--- src/rtl/clk_div_ctrl.sv ---
// Divides clk into clk_out with four preset half-periods, glitch-free freq switch, halt handshake and rise strobe.
// Single-step operation while halted is compiled in only when CLK_STEP_EN is defined.
module clk_div_ctrl #(
    parameter int unsigned        CNT_W = 32,
    parameter logic [CNT_W-1:0]   DIV0  = 2500,
    parameter logic [CNT_W-1:0]   DIV1  = 25000000,
    parameter logic [CNT_W-1:0]   DIV2  = 2500000,
    parameter logic [CNT_W-1:0]   DIV3  = 1
) (
    input  logic       clk,
    input  logic       reset,
    input  logic [1:0] freq,
    input  logic       halt_req,
    input  logic       step,
    output logic       clk_out,
    output logic       clk_rise,
    output logic       halted
);

    typedef enum logic [1:0] {
        RUN    = 2'd0,
`ifdef CLK_STEP_EN
        STEP   = 2'd2,
`endif
        HALTED = 2'd1
    } state_t;

    localparam logic [CNT_W-1:0] ONE = {{(CNT_W-1){1'b0}}, 1'b1};

    state_t           state, state_n;
    logic [CNT_W-1:0] count, count_n;
    logic [CNT_W-1:0] div_q, div_q_n;
    logic [CNT_W-1:0] div_sel;
    logic             clk_out_n;
    logic             clk_rise_n;
    logic             terminal;

    always_comb begin
        div_sel = DIV0;
        case (freq)
            2'b00:   div_sel = DIV0;
            2'b01:   div_sel = DIV1;
            2'b10:   div_sel = DIV2;
            default: div_sel = DIV3;
        endcase
    end

    assign terminal = (count == div_q);

    always_comb begin
        state_n    = state;
        count_n    = count;
        div_q_n    = div_q;
        clk_out_n  = clk_out;
        clk_rise_n = 1'b0;
        case (state)
            RUN: begin
                // A pending halt waits for the high phase so clk_out only ever freezes high.
                if (halt_req && clk_out) begin
                    state_n = HALTED;
                    count_n = '0;
                end else if (terminal) begin
                    count_n    = '0;
                    clk_out_n  = ~clk_out;
                    clk_rise_n = ~clk_out;
                    div_q_n    = div_sel;
                end else begin
                    count_n = count + ONE;
                end
            end
            HALTED: begin
                if (!halt_req) begin
                    state_n = RUN;
                    count_n = '0;
                    div_q_n = div_sel;
`ifdef CLK_STEP_EN
                end else if (step) begin
                    state_n   = STEP;
                    count_n   = '0;
                    clk_out_n = 1'b0;
                    div_q_n   = div_sel;
`endif
                end
            end
`ifdef CLK_STEP_EN
            STEP: begin
                if (terminal) begin
                    state_n    = HALTED;
                    count_n    = '0;
                    clk_out_n  = 1'b1;
                    clk_rise_n = 1'b1;
                    div_q_n    = div_sel;
                end else begin
                    count_n = count + ONE;
                end
            end
`endif
            default: state_n = RUN;
        endcase
    end

    always_ff @(posedge clk or negedge reset) begin
        if (!reset) begin
            state    <= RUN;
            count    <= '0;
            div_q    <= DIV0;
            clk_out  <= 1'b0;
            clk_rise <= 1'b0;
        end else begin
            state    <= state_n;
            count    <= count_n;
            div_q    <= div_q_n;
            clk_out  <= clk_out_n;
            clk_rise <= clk_rise_n;
        end
    end

`ifdef CLK_STEP_EN
    // A single step is part of the halted episode, so status stays asserted through it.
    assign halted = (state == HALTED) || (state == STEP);
`else
    assign halted = (state == HALTED);
    logic unused_step;
    assign unused_step = step;
`endif

endmodule

--- config.mk ---
export PLATFORM = sky130hd
export DESIGN_NAME = clk_div_ctrl
export DESIGN_NICKNAME = d
export VERILOG_FILES = /design/src/rtl/clk_div_ctrl.sv
export SDC_FILE = /design/constraint.sdc
export NUM_CORES = 1
export LEC_CHECK = 0
export CAP_MARGIN = 20
export CORE_ASPECT_RATIO = 0.6
export CORE_MARGIN = 10
export CORE_UTILIZATION = 60
export CTS_CLUSTER_SIZE = 25
export DETAILED_ROUTE_END_ITERATION = 16
export PLACE_DENSITY = 0.77
export SYNTH_ARGS = -nofsm -noshare
export SYNTH_HDL_FRONTEND = slang
export SYNTH_SLANG_ARGS = --single-unit
--- constraint.sdc ---
create_clock -name clk -period 2.53 [get_ports clk]
set_input_delay 0.3795 -clock clk [delete_from_list [all_inputs] [get_ports clk]]
set_output_delay 0.3795 -clock clk [all_outputs]
set_load 0.1 [all_outputs]
# Word-level counts from Yosys, hierarchy flattened
# Cells that the tools add are included.
[op_classes] n_mux=15 addsub=1 n_bitwise=2 n_eq_ne=8 n_reduce_logical=8
[op_table] cell="32-bit two-way mux" count=6
[op_table] cell="32-bit one-hot mux with 2 select lines" count=2
[op_table] cell="25-bit one-hot mux with 3 select lines" count=1
[op_table] cell="32-bit by 1-bit adder with 32-bit output, second input constant" count=1
[op_table] cell="32-bit equality test" count=1
[op_table] cell="2-bit inequality test, second input constant" count=4
[op_table] cell="2-bit by 1-bit equality test with 1-bit output, second input constant" count=2
[op_table] cell="2-bit zero test" count=2
[op_table] cell="2-bit two-way mux" count=2
[op_table] cell="2-bit one-hot mux with 2 select lines" count=1
[op_table] cell="2-bit AND reduction" count=2
[op_table] cell="4-bit AND reduction" count=1
[op_table] cell="1-bit two-way mux" count=3
[op_table] cell="3-bit AND reduction" count=1
[op_table] cell="2-bit equality test, second input constant" count=1
[op_table] cell="1-bit inverter" count=2
[op_table] cell="2-bit nonzero test" count=1
[op_table] cell="1-bit logical AND" count=1
[totals] output_inout_bits=3 regBits=68 word_cells=39

# Depth between registers and ports, before layout
# Gate-level depths: netlist (run 1).
[depth] word_depth=5 mapped_depth=8 depth_no_buf=6

# Least setup slack after synthesis (run 1)
# No wires, ideal clock.
[synth_timing] kind="flip-flop to flip-flop" start="register state[0]" end="register count[6]" setup_slack_ps=337 path_stages_with_launch=7 arrival_ps=2114 path_buffers=3 setup_time_ps=79 cell_sequence="dfrtp_1 > clkbuf_1 > and2_1 > clkbuf_1 > buf_1 > a21oi_1 > mux2i_1"
[synth_between] elab_chain_cells=3 word_cells_on_any_way=6 cone_classes="2 x eq/ne; 1 x mux; 3 x reduce/logical"
[synth_rtl] item="from (decl)" line="30" rtl="state_t state, state_n;"
[synth_rtl] item="from (signal assigned)" line="110" rtl="state <= state_n;"
[synth_rtl] item="2-bit by 1-bit equality test with 1-bit output / 2-bit zero test (equally long branches)" line="56" rtl="case (state)"
[synth_rtl] item="2-bit inequality test (no line) / 2-bit nonzero test (equally long branches)"
[synth_rtl] item="2-bit AND reduction (no line)"
[synth_rtl] item="to (signal assigned)" line="111" rtl="count <= count_n;"
[synth_rtl] item="to (decl)" line="31" rtl="logic [CNT_W-1:0] count, count_n;"
# Several ways; a longest one is shown, not always the timed one.
# A chain may end at the register's enable or synchronous reset.

# Worst setup path after layout (run 1)
[layout_timing] start="register count[19]" end="register div_q[17]"
[layout_between] elab_chain_cells=3
[layout_rtl] item="32-bit equality test" line="48" rtl="assign terminal = (count == div_q);"
[layout_rtl] item="2-bit inequality test (no line)"
[layout_rtl] item="4-bit AND reduction (no line)"
[layout_rtl] item="to (signal assigned)" line="112" rtl="div_q <= div_q_n;"
[layout_rtl] item="to (decl)" line="32" rtl="logic [CNT_W-1:0] div_q, div_q_n;"
# No other way between the ends.

==> results of run 1 <==
==> per-stage QoR <==
step	util, %	std cells	setup slack [ns]	hold WS [ns]	total power, W
finish	69.9	318	0.0708	0.214	0.00180
global route	69.9	318	0.0478	0.293	0.00189
CTS	69.9	318	0.110	0.247	0.00179
detailed placement	67.8	311	0.137	0.480	0.00138
global placement	67.8	311	0.149	0.466	0.00137
floorplan	-	256	0.337	0.0839	0.00122
==> final timing paths <==
path	startpoint	end	slack [ns]	cells after the start
setup / recovery	count[19]	div_q[17]	0.07	6
hold / removal	reset	count[20]	0.21	1
setup reg to reg	count[19]	div_q[17]	0.07	6
hold reg to reg	div_q[8]	div_q[8]	0.49	2
max in group asynchronous	reset	count[30]	1.73	1
min in group clk	div_q[8]	div_q[8]	0.49	2
==> final cells by class <==
| type | count | area, um^2 |
|---|---|---|
| well taps | 47 | 58.8 |
| fillers | 302 | 1130 |
| clock buffers | 7 | 76.3 |
| repair buffers | 17 | 133 |
| flip-flops and latches | 42 | 1050 |
| multi-input cells | 196 | 1270 |
| inverters | 9 | 33.8 |
==> power groups by stage <==
| stage | clock network [W] | registers, W | logic, W |
|---|---|---|---|
| after global routing | 0.000457 | 0.000843 | 0.000587 |
| after global placement | 0 | 0.000841 | 0.000525 |
| final | 0.000424 | 0.000832 | 0.000543 |
| after CTS | 0.000423 | 0.000831 | 0.000540 |
| after floorplan | 0 | 0.000892 | 0.000329 |
| after detailed placement | 0 | 0.000844 | 0.000538 |
==> placed cells by master, fill, tap and decap left out, types with 8 or more instances in the layout <==
cell     instances
nand3_1         13
nor3_1          13
and2_1           8
nand2_1         22
and3_1          13
dfrtp_1         39
inv_1            9
nor2_1          27
xor2_1           9
buf_4           13
xnor2_1          8
a21oi_1          8
==> registers in the layout, indices dropped and copies added, names as in the netlist <==
name      cells
clk_rise      1
count        32
clk_out       1
state         1
div_q         7
==> metal layers <==
layer | vias up | wire (um)
li1 | 940 | -
met1 | 943 | 2790
met2 | 81 | 2150
met3 | 9 | 468
met4 | 0 | 74
met5 | - | 0
==> logic make-up after synthesis <==
family / Yosys count / share of synthesized area [%]
fa+ha+maj: 5 / 2.61
buf+inv: 18 / 3.02
flops: 42 / 43.9
mux: 12 / 5.37
compound gates: 45 / 13.7
xor+xnor: 17 / 6.20
simple gates: 117 / 25.2
==> worst max-delay path, stage by stage (launching register included) <==
cell and delay, ns:
dfrtp_1 0.43, o21ba_2 0.23, a2111o_1 0.38, nor4_4 0.41
nand2_2 0.14, a21oi_4 0.34, mux2_1 0.37
==> key figures, run 1 <==
Power
  – Combinational share of power: 30.2%
  – Worst VDD drop: 0.000520 V
  – NetSw: 0.000654 W
  – Internal power: 0.00115 W
  – Pleak: 1.17 nW
  – Clock power frac: 23.6%
  – PwrDens: 684 mW/mm^2
  – Reg power frac: 46.2%
  – Sw Share: 36.3%

Drt
  – Drt total wl: 5480 um
  – Iteration-0 DRC Markers: 208
  – Remaining antenna violation count after routing: 0
  – DRT Pass-1 Iters: 5
  – Total number of vias: 1973
  – WL/cell: 17.2 um
  – DRC viols: 0
  – DR vias/cell: 6.20

CTS
  – CTS Hold Bufs: 0
  – H-Tree Depth: 2
  – Clock Latency Late Sink: 0.31 ns
  – Longest Clk Path Bufs: 2
  – Postcts setup bufs: 0
  – Clock Pin Slew Worst Setup and Hold Paths: 0.09 ns
  – CTS tree: done
  – CTS Sinks: 42
  – Post-CTS sizing: 0
  – TritonCTS Buffers: 5
  – Root Buffer: clkbuf_8

Yosys
  – Synthesized Nets: 267
  – Post-synth EDFFs: 0
  – Top post-synthesis cells by count: dfrtp_1, nor2_1, nand2_1
  – Yosys cell types: 47
  – Post-synthesis sequential area ratio: 43.9%
  – Synth top area share: 40.6%
  – Synth Area per Inst: 9.38 um^2
  – Prevailing post-synth register cell: dfrtp_1
  – Top cells by area, synth: dfrtp_1, nor2_1, nand2_1
  – Yosys reg bits: 42
  – Number of synthesis warnings: 0
  – Most common cell in the netlist: dfrtp_1
  – Synth Instances: 256
  – Synth area leader: dfrtp_1
  – Synth async-reset ratio: 100%
  – Synthesized cell area: 0.00240 mm^2

GRT
  – GR peak layer: met1
  – Grt met2 use: 20.8%
  – Tot GR Track Use: 16.2%
  – Initial antenna violation count: 0
  – Vias in the first global route: 1794
  – Largest net degree at the start of global routing: 43
  – GRT overflow: 0
  – First-pass GRT wire length: 9210 um
  – Met3 usage: 3.87%
  – Met1 Usage GRT: 25.2%

Setup path
  – Critical Path Start Type: register
  – Critical path class: reg -> reg
  – Crit. End Element: register
  – Arr. time, crit path: 2.64 ns
  – Crit path required time: 2.71 ns
  – CP Max Fanout: 7

Placement
  – GPL Wtd Cong: 0.875
  – Port Buffers: 7
  – Cell Area, Placed: 0.00255 mm^2
  – HPWL Detailed: 4050 um

Final layout
  – Diode count: 0
  – Area grow syn2layout: 9.54%
  – Layout Cell Area excl Fill: 0.00263 mm^2
  – Share of cells above drive strength 1: 13.3%
  – Final nets: 282

Floorplan
  – DIE HEIGHT: 69 um
  – Row cnt: 17
  – I/O Pins: 9
  – Die area: 0.00701 mm^2
  – Initial core utilization: 63.8%
  – Core Area: 0.00376 mm^2
  – Die width: 102 um

Timing
  – Fin crit period: 2.46 ns
  – Slew margin rel.: 37.2%
  – Setup Viol. Count Final: 0
  – Worst slew pin tran: 0.942 ns
  – Final period utilization: 97.2%
  – Setup TNS: 0 ns
  – Slew Limit Fails: 0
  – Final hold violations: 0
  – RSZ-0062 raised after global routing: no
  – Max Fclk: 407 MHz
  – Skew final: 0.0130 ns

Flow run
  – Max Cap Viol: 0

Worst hold path
  – Hold crit path type: in -> async

Status
  – Status: complete, no violations
Note: power is estimated with default switching activity, not from simulation.
==> run 2, diff against run 1 <==
--- a/config.mk
+++ b/config.mk
@@ -5,13 +5,14 @@
 export SDC_FILE = /design/constraint.sdc
 export NUM_CORES = 1
 export LEC_CHECK = 0
+export ABC_AREA = 1
 export CAP_MARGIN = 20
 export CORE_ASPECT_RATIO = 0.6
 export CORE_MARGIN = 10
-export CORE_UTILIZATION = 60
+export CORE_UTILIZATION = 40
 export CTS_CLUSTER_SIZE = 25
 export DETAILED_ROUTE_END_ITERATION = 16
-export PLACE_DENSITY = 0.77
+export PLACE_DENSITY = 0.54
 export SYNTH_ARGS = -nofsm -noshare
 export SYNTH_HDL_FRONTEND = slang
 export SYNTH_SLANG_ARGS = --single-unit
==> run 2 against run 1 <==
Register-to-register slack better by 0.47 ns. Flip-flop and latch count stayed put. Clock power is 110% higher. Utilization is 24 points lower. First-iteration DRC count is 60% higher. Critical path depth is 3 higher. Global-route usage is 0.64 points lower. Worst setup slack better by 0.47 ns. Sequential power is 9.0% higher. Fmax is 24% higher. Largest power group unchanged. Highest routed layer unchanged.
==> key figures, run 2 <==
Status
  – Status: complete, no violations

Drt
  – Drt total wl: 8680 um
  – DRT Pass-1 Iters: 5
  – Total number of vias: 2943
  – Remaining antenna violation count after routing: 0
  – DRC viols: 0
  – WL/cell: 15.2 um
  – DR vias/cell: 5.15
  – Iteration-0 DRC Markers: 333

Yosys
  – Prevailing post-synth register cell: dfrtp_1
  – Synth Instances: 464
  – Main combinational cell family by area after synthesis: simple AND/OR/NAND/NOR gates
  – Top post-synthesis cells by count: nand2_1, inv_1, nor2_1, dfrtp_1, nand3_1
  – Synth area leader: dfrtp_1
  – Adder-Cell Fraction of Synth Area: 2.04%
  – Synthesized Nets: 475
  – Synth Area per Inst: 6.62 um^2
  – Synth async-reset ratio: 100%
  – Synth Area in Compound Gates: 3.75%
  – Yosys cell types: 34
  – Synth Area in XOR/XNOR: 2.57%
  – Synthesized cell area: 0.00307 mm^2
  – Post-synthesis sequential area ratio: 34.3%
  – Post-synthesis mux area share: 0%
  – Top cells by area, synth: dfrtp_1, nand2_1, nand4_1
  – Simple-gate share of the synthesized area: 47.6%
  – Post-synth EDFFs: 0
  – Number of synthesis warnings: 0
  – Synth top area share: 31.8%
  – Most common cell in the netlist: nand2_1
  – Yosys reg bits: 42

GRT
  – Vias in the first global route: 2710
  – GRT overflow: 0
  – First-pass GRT wire length: 14600 um
  – Largest net degree at the start of global routing: 29
  – Tot GR Track Use: 15.6%
  – Initial antenna violation count: 0

Timing
  – Max Fclk: 503 MHz
  – Final hold violations: 0
  – Worst slew pin tran: 0.786 ns
  – Setup Viol. Count Final: 0
  – Skew final: 0.00438 ns
  – Slew Limit Fails: 0
  – RSZ-0062 raised after global routing: no
  – Setup TNS: 0 ns
  – Worst Slack Setup Final: 0.543 ns
  – Fin crit period: 1.99 ns
  – Slew margin rel.: 47.6%
  – Final period utilization: 78.5%

Floorplan
  – Core Area: 0.00736 mm^2
  – DIE HEIGHT: 87.9 um
  – Die area: 0.0117 mm^2
  – Row cnt: 24
  – I/O Pins: 9
  – Die width: 133 um
  – Initial core utilization: 41.8%

Placement
  – GPL Wtd Cong: 0.880
  – DP Cell Count: 564
  – Cell Area, Placed: 0.00321 mm^2
  – Port Buffers: 7
  – Pre-CTS WS: 0.582 ns
  – HPWL Detailed: 6560 um

Worst hold path
  – Hold crit path type: in -> async

CTS
  – CTS Sinks: 42
  – Clock Pin Slew Worst Setup and Hold Paths: 0.06 ns
  – CTS tree: done
  – Post-CTS sizing: 0
  – CTS Hold Bufs: 0
  – Longest Clk Path Bufs: 2
  – Clock Latency Late Sink: 0.29 ns
  – Postcts setup bufs: 0
  – TritonCTS Buffers: 5
  – Root Buffer: clkbuf_16
  – H-Tree Depth: 2

Final layout
  – Area grow syn2layout: 10.9%
  – Diode count: 0
  – Max reg flops: 32
  – Most frequent cells in the layout: nand2_1, inv_1, nor2_1
  – Register with the most flip-flops: count
  – Final nets: 478
  – Filler-free cell count of the finished design: 572
  – Largest registers: count: 32 flops, div_q: 7 flops
  – Layout Cell Area excl Fill: 0.00341 mm^2
  – Share of cells above drive strength 1: 11.1%
  – Most common cell after layout, fill and taps aside: nand2_1

Setup path
  – Critical path class: reg -> reg
  – R2R Path End: count[26]
  – Cells on worst reg2reg path: 9
  – Arr. time, crit path: 2.20 ns
  – CP Max Fanout: 7
  – R2R setup slack: 0.54 ns
  – Critical Path Start Type: register
  – Crit. End Element: register
  – Worst reg2reg path startpoint: count[0]
  – Crit path required time: 2.75 ns

Power
  – Reg power frac: 34.4%
  – Sw Share: 39.0%
  – PwrDens: 774 mW/mm^2
  – NetSw: 0.00103 W
  – Internal power: 0.00161 W
  – Pleak: 1.70 nW
  – Pwr Total: 0.00264 W
  – Combinational share of power: 32.5%
  – Clock power frac: 33.2%
  – Worst VDD drop: 0.000733 V

Flow run
  – Max Cap Viol: 0
==> run 2: cells by family after synthesis <==
logic type,Yosys count
DFF,42
buffers and inverters,72
adders and majority gates,5
xor gates and xnor gates,9
AOI/OAI and AO/OA,21
and+or+nand+nor,315
==> run 2: per-stage QoR <==
step	utilization (%)	hold WS [ns]
after floorplan	-	0.0839
after global placement	43.6	0.370
after detailed placement	43.6	0.372
after CTS	46.3	0.0614
after global routing	46.3	0.0757
final	46.3	0.0423
==> run 2: power groups by stage <==
stage               Sequential [W]  Combinational [W]  Clock [W]
finish                    0.000907           0.000856   0.000875
global route              0.000928           0.000959   0.000924
CTS                       0.000906           0.000863   0.000889
detailed placement        0.000918           0.000859          0
global placement          0.000914           0.000853          0
floorplan                 0.000975           0.000571          0
==> run 2: worst max-delay path by stage <==
| stage | cells after the start | to | from | slack (ns) |
|---|---|---|---|---|
| 2_1_floorplan | 6 | count[0] | state[0] | 0.59 |
| 3_3_place_gp | 10 | div_q[0] | count[5] | 0.64 |
| 3_5_place_dp | 10 | count[26] | count[0] | 0.58 |
| 4_1_cts | 9 | count[26] | count[0] | 0.57 |
| 5_1_grt | 10 | count[26] | count[0] | 0.34 |
| 6_report | 9 | count[26] | count[0] | 0.54 |
==> run 2: area by class of cell <==
class                      count  area [um^2]
sequential                    42         1050
fill                         782         3950
clock inverter                 2         60.1
multi-input combinational    350         1720
tap                          104          130
clock buffer                   6          139
timing repair buffer          12         95.1
inverter                      56          210
==> run 2: critical path, stage by stage (launching register included) <==
cell and delay, ns:
dfrtp_1 0.49, ha_1 0.33, nand2_2 0.14, nor2_4 0.14, nand2_1 0.14, nor2_1 0.29
nand3_1 0.13, nand2_1 0.08, nand3_1 0.07, o21ai_1 0.10
==> run 2: layer usage <==
layer	routed length [um]	share of wire, %	GRT usage [%]
met5	0	0	0
met4	102	1.2	3.83
met3	701	8.1	3.71
met2	3160	36	20.4
met1	4720	54	24.3
